**src/rtl/pipe_ctrl_pkg.sv**
```systemverilog
// Shared types and constants for the pipeline sequencing controller.
package pipe_ctrl_pkg;

  typedef enum logic [1:0] {
    RUN      = 2'd0,
    MEM_WAIT = 2'd1,
    MULTI    = 2'd2
  } state_e;

  // One enable per pipeline-register boundary plus the three bubble loads.
  typedef struct packed {
    logic pc_en;
    logic if_id_en;
    logic id_ex_en;
    logic ex_mem_en;
    logic mem_wb_en;
    logic if_id_flush;
    logic id_ex_flush;
    logic ex_mem_flush;
  } stage_ctrl_t;

  localparam logic [31:0] REG_ZERO = '0;

  // Canned control words for each pipeline response.
  localparam stage_ctrl_t CTRL_FREEZE   = '{default: 1'b0};
  localparam stage_ctrl_t CTRL_RUN      = '{pc_en: 1'b1, if_id_en: 1'b1, id_ex_en: 1'b1,
                                            ex_mem_en: 1'b1, mem_wb_en: 1'b1,
                                            if_id_flush: 1'b0, id_ex_flush: 1'b0,
                                            ex_mem_flush: 1'b0};
  localparam stage_ctrl_t CTRL_BRANCH   = '{pc_en: 1'b1, if_id_en: 1'b1, id_ex_en: 1'b1,
                                            ex_mem_en: 1'b1, mem_wb_en: 1'b1,
                                            if_id_flush: 1'b1, id_ex_flush: 1'b1,
                                            ex_mem_flush: 1'b0};
  localparam stage_ctrl_t CTRL_LOAD_USE = '{pc_en: 1'b0, if_id_en: 1'b0, id_ex_en: 1'b1,
                                            ex_mem_en: 1'b1, mem_wb_en: 1'b1,
                                            if_id_flush: 1'b0, id_ex_flush: 1'b1,
                                            ex_mem_flush: 1'b0};
  // Hold PC/IF/ID/EX, keep draining MEM/WB and feed bubbles into EX/MEM.
  localparam stage_ctrl_t CTRL_MULTI    = '{pc_en: 1'b0, if_id_en: 1'b0, id_ex_en: 1'b0,
                                            ex_mem_en: 1'b1, mem_wb_en: 1'b1,
                                            if_id_flush: 1'b0, id_ex_flush: 1'b0,
                                            ex_mem_flush: 1'b1};

endpackage

```
**src/rtl/hazard_detect.sv**
```systemverilog
// Combinational load-use comparator: the instruction in ID reads the
// destination of a load currently in EX (x0 never creates a hazard).
module hazard_detect
  import pipe_ctrl_pkg::*;
#(
  parameter int REG_ADDR_W = 5
) (
  input  logic [REG_ADDR_W-1:0] id_rs1_i,
  input  logic [REG_ADDR_W-1:0] id_rs2_i,
  input  logic                  id_use_rs1_i,
  input  logic                  id_use_rs2_i,
  input  logic [REG_ADDR_W-1:0] ex_rd_i,
  input  logic                  ex_mem_read_i,
  output logic                  load_use_o
);

  logic rd_nonzero;
  logic hit_rs1;
  logic hit_rs2;

  assign rd_nonzero = (ex_rd_i != REG_ZERO[REG_ADDR_W-1:0]);
  assign hit_rs1    = id_use_rs1_i & (id_rs1_i == ex_rd_i);
  assign hit_rs2    = id_use_rs2_i & (id_rs2_i == ex_rd_i);
  assign load_use_o = ex_mem_read_i & rd_nonzero & (hit_rs1 | hit_rs2);

endmodule

```
**src/rtl/pipeline_hazard_ctrl.sv**
```systemverilog
// Pipeline sequencing controller: sole driver of the enables and flushes of
// PC, IF/ID, ID/EX, EX/MEM and MEM/WB. Resolves memory wait states, multi-cycle
// EX ops, taken branches and load-use hazards (in that priority order).
// Optional performance counters are built when HAZ_PERF_CNT_EN is defined.
module pipeline_hazard_ctrl
  import pipe_ctrl_pkg::*;
#(
  parameter int REG_ADDR_W = 5,
  parameter int MULTI_LAT  = 4,
  parameter int CNT_W      = $clog2(MULTI_LAT)
) (
  input  logic                  clk,
  input  logic                  rst_n,
  input  logic [REG_ADDR_W-1:0] id_rs1,
  input  logic [REG_ADDR_W-1:0] id_rs2,
  input  logic                  id_use_rs1,
  input  logic                  id_use_rs2,
  input  logic [REG_ADDR_W-1:0] ex_rd,
  input  logic                  ex_mem_read,
  input  logic                  ex_branch_taken,
  input  logic                  ex_multi_start,
  input  logic                  mem_req,
  input  logic                  mem_ready,
  output logic                  pc_en,
  output logic                  if_id_en,
  output logic                  id_ex_en,
  output logic                  ex_mem_en,
  output logic                  mem_wb_en,
  output logic                  if_id_flush,
  output logic                  id_ex_flush,
  output logic                  ex_mem_flush,
  output logic                  ex_multi_busy
`ifdef HAZ_PERF_CNT_EN
  ,
  output logic [31:0]           perf_stall_cycles,
  output logic [31:0]           perf_flush_cnt
`endif
);

  state_e           state_q, state_d;
  state_e           ret_q, ret_d;     // state to resume after a memory wait
  state_e           mode;             // state whose rules apply this cycle
  logic [CNT_W-1:0] cnt_q, cnt_d;
  logic             mem_stall;
  logic             load_use;
  logic             busy;
  stage_ctrl_t      ctrl;

  hazard_detect #(
    .REG_ADDR_W (REG_ADDR_W)
  ) u_hazard_detect (
    .id_rs1_i      (id_rs1),
    .id_rs2_i      (id_rs2),
    .id_use_rs1_i  (id_use_rs1),
    .id_use_rs2_i  (id_use_rs2),
    .ex_rd_i       (ex_rd),
    .ex_mem_read_i (ex_mem_read),
    .load_use_o    (load_use)
  );

  assign mem_stall = mem_req & ~mem_ready;
  // Once memory is ready, the wait cycle behaves as the interrupted state.
  assign mode      = (state_q == MEM_WAIT) ? ret_q : state_q;

  // Next-state, countdown and control word selection (zero-latency decision).
  always_comb begin
    ctrl    = CTRL_FREEZE;
    busy    = 1'b0;
    state_d = state_q;
    ret_d   = ret_q;
    cnt_d   = cnt_q;
    if (!rst_n) begin
      ctrl = CTRL_FREEZE;
    end else if (mem_stall) begin
      // Global freeze; the MULTI countdown is held as well.
      ctrl    = CTRL_FREEZE;
      busy    = (mode == MULTI) && (cnt_q != '0);
      state_d = MEM_WAIT;
      ret_d   = mode;
    end else begin
      state_d = mode;
      case (mode)
        MULTI: begin
          if (cnt_q != '0) begin
            ctrl  = CTRL_MULTI;
            busy  = 1'b1;
            cnt_d = cnt_q - 1'b1;
          end else begin
            ctrl    = CTRL_RUN;
            state_d = RUN;
          end
        end
        default: begin
          if (ex_multi_start) begin
            ctrl    = CTRL_MULTI;
            busy    = 1'b1;
            cnt_d   = CNT_W'(MULTI_LAT - 2);
            state_d = MULTI;
          end else if (ex_branch_taken) begin
            ctrl = CTRL_BRANCH;
          end else if (load_use) begin
            ctrl = CTRL_LOAD_USE;
          end else begin
            ctrl = CTRL_RUN;
          end
        end
      endcase
    end
  end

  // FSM state, saved return state and multi-cycle countdown.
  always_ff @(posedge clk or negedge rst_n) begin
    if (!rst_n) begin
      state_q <= RUN;
      ret_q   <= RUN;
      cnt_q   <= '0;
    end else begin
      state_q <= state_d;
      ret_q   <= ret_d;
      cnt_q   <= cnt_d;
    end
  end

  assign pc_en         = ctrl.pc_en;
  assign if_id_en      = ctrl.if_id_en;
  assign id_ex_en      = ctrl.id_ex_en;
  assign ex_mem_en     = ctrl.ex_mem_en;
  assign mem_wb_en     = ctrl.mem_wb_en;
  assign if_id_flush   = ctrl.if_id_flush;
  assign id_ex_flush   = ctrl.id_ex_flush;
  assign ex_mem_flush  = ctrl.ex_mem_flush;
  assign ex_multi_busy = busy;

`ifdef HAZ_PERF_CNT_EN
  logic [31:0] stall_q, flush_q;

  // Count front-end stall cycles and IF/ID flushes; both wrap naturally.
  always_ff @(posedge clk or negedge rst_n) begin
    if (!rst_n) begin
      stall_q <= '0;
      flush_q <= '0;
    end else begin
      if (!ctrl.pc_en)      stall_q <= stall_q + 32'd1;
      if (ctrl.if_id_flush) flush_q <= flush_q + 32'd1;
    end
  end

  assign perf_stall_cycles = stall_q;
  assign perf_flush_cnt    = flush_q;
`endif

endmodule

```
**config.mk**
```make
export PLATFORM = sky130hd
export DESIGN_NAME = pipeline_hazard_ctrl
export DESIGN_NICKNAME = d
export VERILOG_FILES = /design/src/rtl/pipe_ctrl_pkg.sv /design/src/rtl/hazard_detect.sv /design/src/rtl/pipeline_hazard_ctrl.sv
export SDC_FILE = /design/constraint.sdc
export NUM_CORES = 1
export LEC_CHECK = 0
export ABC_AREA = 0
export CORE_MARGIN = 5
export CORE_UTILIZATION = 36
export DETAILED_ROUTE_END_ITERATION = 7
export GPL_TIMING_DRIVEN = 0
export PLACE_DENSITY_LB_ADDON = 0.2
export SLEW_MARGIN = 10
export SYNTH_ARGS = -nofsm -noshare
export SYNTH_HDL_FRONTEND = slang
export SYNTH_SLANG_ARGS = --single-unit
```
**constraint.sdc**
```tcl
create_clock -name clk -period 2.94 [get_ports clk]
set_input_delay 0.882 -clock clk [delete_from_list [all_inputs] [get_ports clk]]
set_output_delay 0.882 -clock clk [all_outputs]
set_load 0.02 [all_outputs]
```
After elaboration in Yosys (flattened, before gate mapping)
Index checks and enable logic that the tools add are counted.
Cells by class
  eq/ne operators: 5
  reduce and logical (&&, ||, !) cells: 6
  multiplexer cells: 20
  $add $sub $neg: 1
  bitwise logic cells: 8
Operators with widths (number)
  2-to-1 mux 8 bit: 7
  2-to-1 mux 2 bit: 8
  == test 5 bit: 2
  bitwise AND 1 bit: 5
  2-to-1 mux 1 bit: 5
  nonzero test 5 bit: 1
  AND reduction 4 bit: 1
  nonzero test 2 bit: 2
  == test 2 x 1 -> 1 bit (second input constant): 1
  == test 2 bit (second input constant): 1
  != test 2 x 1 -> 1 bit (second input constant): 1
  inverter 1 bit: 2
  AND reduction 2 bit: 1
  subtractor 2 x 1 -> 2 bit (second input constant): 1
  logical AND 1 bit: 1
  OR 1 bit: 1
Word-level totals
  flip-flop bits (word level): 6
  logic and storage cells: 43
  output and inout bits: 9

Longest topological paths before layout
  word-level depth: 10
  mapped depth: 6

Modules after synthesis
From an unflattened synthesis, not the netlist that was laid out.
Second synthesis, totals
  cell total of the unflattened synthesis: 74
  area total of the unflattened synthesis: 631.9 um^2
Modules (own cells, without submodules)
  pipeline_hazard_ctrl: sequential area each 150.1 um^2, cells an instance 57, times used 1, area an instance 498.0 um^2
  hazard_detect: sequential area each 0.0 um^2, cells an instance 17, times used 1, area an instance 133.9 um^2

Worst setup path after synthesis
OpenSTA, ideal clock, no wires.
  kind: input to output
  from: input port mem_req
  to: output port pc_en
  arrival time: 2.312 ns
  stages on the path: 6
  setup slack: -0.254 ns
  data required time: 2.058 ns
  path through: nor2b_1 > nor2b_1 > clkbuf_1 > o21a_1 > o41a_1 > buf_4
Between the ends
  word-level cells in the longest chain between the ends: 3
RTL lines
  start, declared: line pipeline_hazard_ctrl.sv:22  | input logic mem_req,
  bitwise AND 1 bit: line pipeline_hazard_ctrl.sv:61  | assign mem_stall = mem_req & ~mem_ready;
  2-to-1 mux 8 bit: line pipeline_hazard_ctrl.sv:74  | end else if (mem_stall) begin
  2-to-1 mux 8 bit: line pipeline_hazard_ctrl.sv:72  | if (!rst_n) begin
  end, declared: line pipeline_hazard_ctrl.sv:24  | output logic pc_en,
No other way between the ends.

Worst setup path after layout
  from: input port id_rs1[2]
  to: output port pc_en
Between the ends
  word-level cells in the longest chain between the ends: 10
RTL lines
  start, declared: line pipeline_hazard_ctrl.sv:14  | input logic [REG_ADDR_W-1:0] id_rs1,
  == test 5 bit: line hazard_detect.sv:22  | assign hit_rs1 = id_use_rs1_i & (id_rs1_i == ex_rd_i);
  bitwise AND 1 bit: line hazard_detect.sv:22
  OR 1 bit: line hazard_detect.sv:24  | assign load_use_o = ex_mem_read_i & rd_nonzero & (hit_rs1 | hit_rs2);
  bitwise AND 1 bit: line hazard_detect.sv:24
  2-to-1 mux 8 bit: line pipeline_hazard_ctrl.sv:101  | end else if (load_use) begin
  2-to-1 mux 8 bit: line pipeline_hazard_ctrl.sv:99  | end else if (ex_branch_taken) begin
  2-to-1 mux 8 bit: line pipeline_hazard_ctrl.sv:94  | if (ex_multi_start) begin
  2-to-1 mux 8 bit: line pipeline_hazard_ctrl.sv:82  | case (mode)
  2-to-1 mux 8 bit: line pipeline_hazard_ctrl.sv:74
  2-to-1 mux 8 bit: line pipeline_hazard_ctrl.sv:72
No other way between the ends.

==> Implementation_results.wiki <==
{| class="wikitable"
! Metric !! Value
|-
| Status || complete, but fails checks
|-
| Violations in the final reports || setup timing
|-
| Clk Latency, worst-skew pair || between 0.2 and 0.25 ns
|-
| Pin count of the biggest net entering global routing || 13
|-
| Endpoint kind of the worst setup timing path || output pin
|-
| Synth-to-Final Area Change || 66.3%
|-
| Actual slew at the worst max-slew pin || 0.450 ns
|-
| Overflow after GRT || 0
|-
| Full die area || ~2500 µm²
|-
| Worst Slack Setup Final || -0.156 ns
|-
| Starting density of the core || between 30% and 40%
|-
| Post-detail-place hpwl || 1260 µm
|-
| Die X-Extent || ~50 µm
|-
| Setup repair after global routing missed its margin || yes
|-
| Proportion of register bits with asynchronous set or reset after synthesis || 100%
|-
| Final cell count without fillers || about 120
|-
| Max-cap violation count || 0
|-
| Max clock buf depth || 2
|-
| Primary FF master, synth || sky130_fd_sc_hd__dfrtp_1
|-
| All-Layer GR Usage || 12.7%
|-
| Post-Syn Nets || 92
|-
| M1 GR Usage || 15.8%
|-
| Area of combinational cells with multiple inputs || approximately 420 µm²
|-
| Share of the yosys chip area belonging to registers || approximately a quarter
|-
| Number of violations reported at the end of detailed-routing iteration 0 || 5
|-
| Worst clock skew on the final layout || around 0.0018 ns
|-
| Mean routed wirelength per cell || 12.5 µm
|-
| Signal arrival time at the worst endpoint || roughly 2.2 ns
|-
| Max-slew violation total from the final report || 0
|-
| Largest driver fanout on the critical path || 2
|-
| Cell count after placement || between 100 and 150
|-
| Final min period || slightly above 3 ns
|-
| Slew headroom || 69.9%
|-
| PwrDens || 414 nW/µm²
|-
| Number of clock buffers inserted by TritonCTS || 3
|-
| Final antenna diode count || 0
|-
| Cells after synthesis || 67
|-
| Clk root buf || sky130_fd_sc_hd__clkbuf_4
|-
| Clock-pin slew of the registers on the worst-case setup and hold paths || roughly 0.04 ns
|-
| Routing layer with the top usage in global route || met2
|-
| Number of distinct standard cells referenced by the synthesized netlist || 33
|-
| Via count || between 600 and 700
|-
| Family with the most delay on the worst path || compound AO/OA/AOI/OAI gates
|-
| Vias per std cell || around 5.0
|-
| Crit-path max cell delay || ~0.35 ns
|-
| Most common cell after layout, fill and taps aside || sky130_fd_sc_hd__buf_2
|-
| Critical setup path kind || input pin to output pin
|-
| Setup violators final || 3
|-
| Buffers & Inverters on Critical Path || 3
|-
| Hold buffer count at CTS || 0
|-
| Tightest Hold Check Type || input pin to async pin
|-
| Remaining design rule violation count || 0
|-
| Net count reported at finish || 134
|-
| Met2 Resource Use GR || between 10% and 20%
|-
| TritonRoute pass-1 iters || 4
|-
| Vias in the first global route || ~580
|-
| Worst Path Required || ~2.1 ns
|-
| Leak Pwr || ~0.48 nW
|-
| TritonCTS Sinks || 6
|-
| Height of the die || 49.7 µm
|-
| Kind of start point of the critical path || input pin
|-
| Clock tree from TritonCTS || built
|-
| Synth warn || 0
|-
| Count of H-tree levels built during CTS || 1
|-
| GR met3 Demand/Resource || about 5%
|-
| Post-route antenna net violation count || 0
|-
| Period utilization || 105%
|-
| Fill cells || 138
|-
| Initial antenna violation count || 0
|-
| Post-synthesis register bit count || 6
|-
| Fraction of layout instances using a drive strength above 1 || 39.3%
|-
| Critical path, cell by cell || buf_6 > xor2_2 > nor4_2 > a32oi_2 > o41a_1 > buf_4 > buf_6
|-
| Port buffer count || 32
|-
| First-pass GRT wire length || 2540 µm
|-
| Slowest library cell on the worst path || sky130_fd_sc_hd__o41a_1
|-
| Commonest non-fill, non-tap cells in the layout || sky130_fd_sc_hd__buf_2 (12), sky130_fd_sc_hd__buf_4 (11), sky130_fd_sc_hd__xor2_1 (7)
|-
| Placement-stage worst setup slack || -1.02 ns
|-
| Synthesized area per cell || ~8.5 µm²
|-
| Post-Syn Area || between 500 and 600 µm²
|-
| Most repeated library cell on the critical path || sky130_fd_sc_hd__buf_6
|-
| Floorplan row count || 14
|-
| Max rail drop VDD || 322 µV
|-
| Register Area || roughly 150 µm²
|-
| Number of enable-type register cells in the synthesized netlist || 0
|-
| Number of failing hold endpoints at the final stage || 0
|-
| F_max || between 0.3 and 0.4 GHz
|-
| Core outline area || 1510 µm²
|-
| Drt total wl || 1540 µm
|-
| Top-level I/O count || 33
|-
| RD Place Congestion || about 0.76
|}
-- Yosys cell counts, types with 2 or more instances --
library cell	count	area [µm²]
sky130_fd_sc_hd__a21oi_1	3	15.0
sky130_fd_sc_hd__inv_1	5	18.8
sky130_fd_sc_hd__xor2_1	8	70.1
sky130_fd_sc_hd__nand2_1	6	22.5
sky130_fd_sc_hd__o21ai_0	4	20.0
sky130_fd_sc_hd__xnor2_1	2	17.5
sky130_fd_sc_hd__dfrtp_1	6	150
sky130_fd_sc_hd__o21ai_1	2	10.0
sky130_fd_sc_hd__buf_4	2	15.0
sky130_fd_sc_hd__nand3_1	2	10.0
sky130_fd_sc_hd__nor2b_1	3	18.8
sky130_fd_sc_hd__nor2_1	2	7.51
sky130_fd_sc_hd__o21a_1	2	15.0
-- registers in the layout (all words and copies together), names as in the netlist --
register / flops
ret_q: 2
cnt_q: 2
state_q: 2
-- per-stage QoR --
step | total power [mW] | util, % | instance area (µm²) | hold slack [ns] | setup TNS, ns
after floorplan | 0.243 | - | 571 | 0.456 | -0.0389
after global placement | 0.321 | 60.5 | 911 | 0.481 | -6.53
after detailed placement | 0.325 | 60.5 | 911 | 0.495 | -6.56
after CTS | 0.394 | 62.0 | 935 | 0.504 | -0.465
after global routing | 0.423 | 62.7 | 945 | 0.497 | -0.477
final | 0.391 | 62.7 | 945 | 0.497 | -0.305
-- power breakdown --
group | leakage, nW | switching [mW] | internal [mW] | total (mW)
Clock | 0.0138 | 0.0239 | 0.0458 | 0.0697
Sequential | 0.0737 | 0.0194 | 0.108 | 0.128
Combinational | 0.391 | 0.0960 | 0.0980 | 0.194
-- layout make-up --
cell class	instances	area share (%)
Buffer	3	2.38
Inverter	5	1.99
Sequential cell	6	15.9
Multi-Input combinational cell	53	44.6
Clock buffer	3	2.38
Timing Repair Buffer	37	30.6
Tap cell	16	2.12
-- timing repair --
item,in CTS,in global routing
buffers inserted,4,1
pin swaps,13,1
gates resized for setup,92,11
setup endpoints to repair,9,7
-- cell families (layout without fill, tap and decap cells) --
| family | Yosys count | count (layout) | share of synthesized area (%) |
|---|---|---|---|
| buffers and inverters | 8 | 48 | 6.61 |
| AO/OA/AOI/OAI | 19 | 19 | 22.2 |
| flip-flops | 6 | 6 | 26.4 |
| XOR/XNOR | 10 | 10 | 15.4 |
| adder cells (fa/ha/maj) | 1 | 1 | 2.20 |
| AND/OR/NAND/NOR | 23 | 23 | 27.1 |
-- path summary, 6_finish.rpt --
path                       slack, ns         end  startpoint  cells after the start
min in group clk                0.50    cnt_q[0]    cnt_q[0]                      1
max in group asynchronous       2.25  state_q[0]       rst_n                      1
hold reg to reg                 0.50    cnt_q[0]    cnt_q[0]                      1
setup / recovery               -0.16       pc_en   id_rs1[2]                      7
setup reg to reg                1.50    cnt_q[1]  state_q[1]                      4
hold / removal                  0.50  state_q[1]       rst_n                      1
-- metal layers --
metal	vias up	share of wire, %
li1	319	-
met1	274	45
met2	17	46
met3	0	9.4
met4	0	0
met5	-	0
No activity file was read; power rests on OpenSTA's default activity.
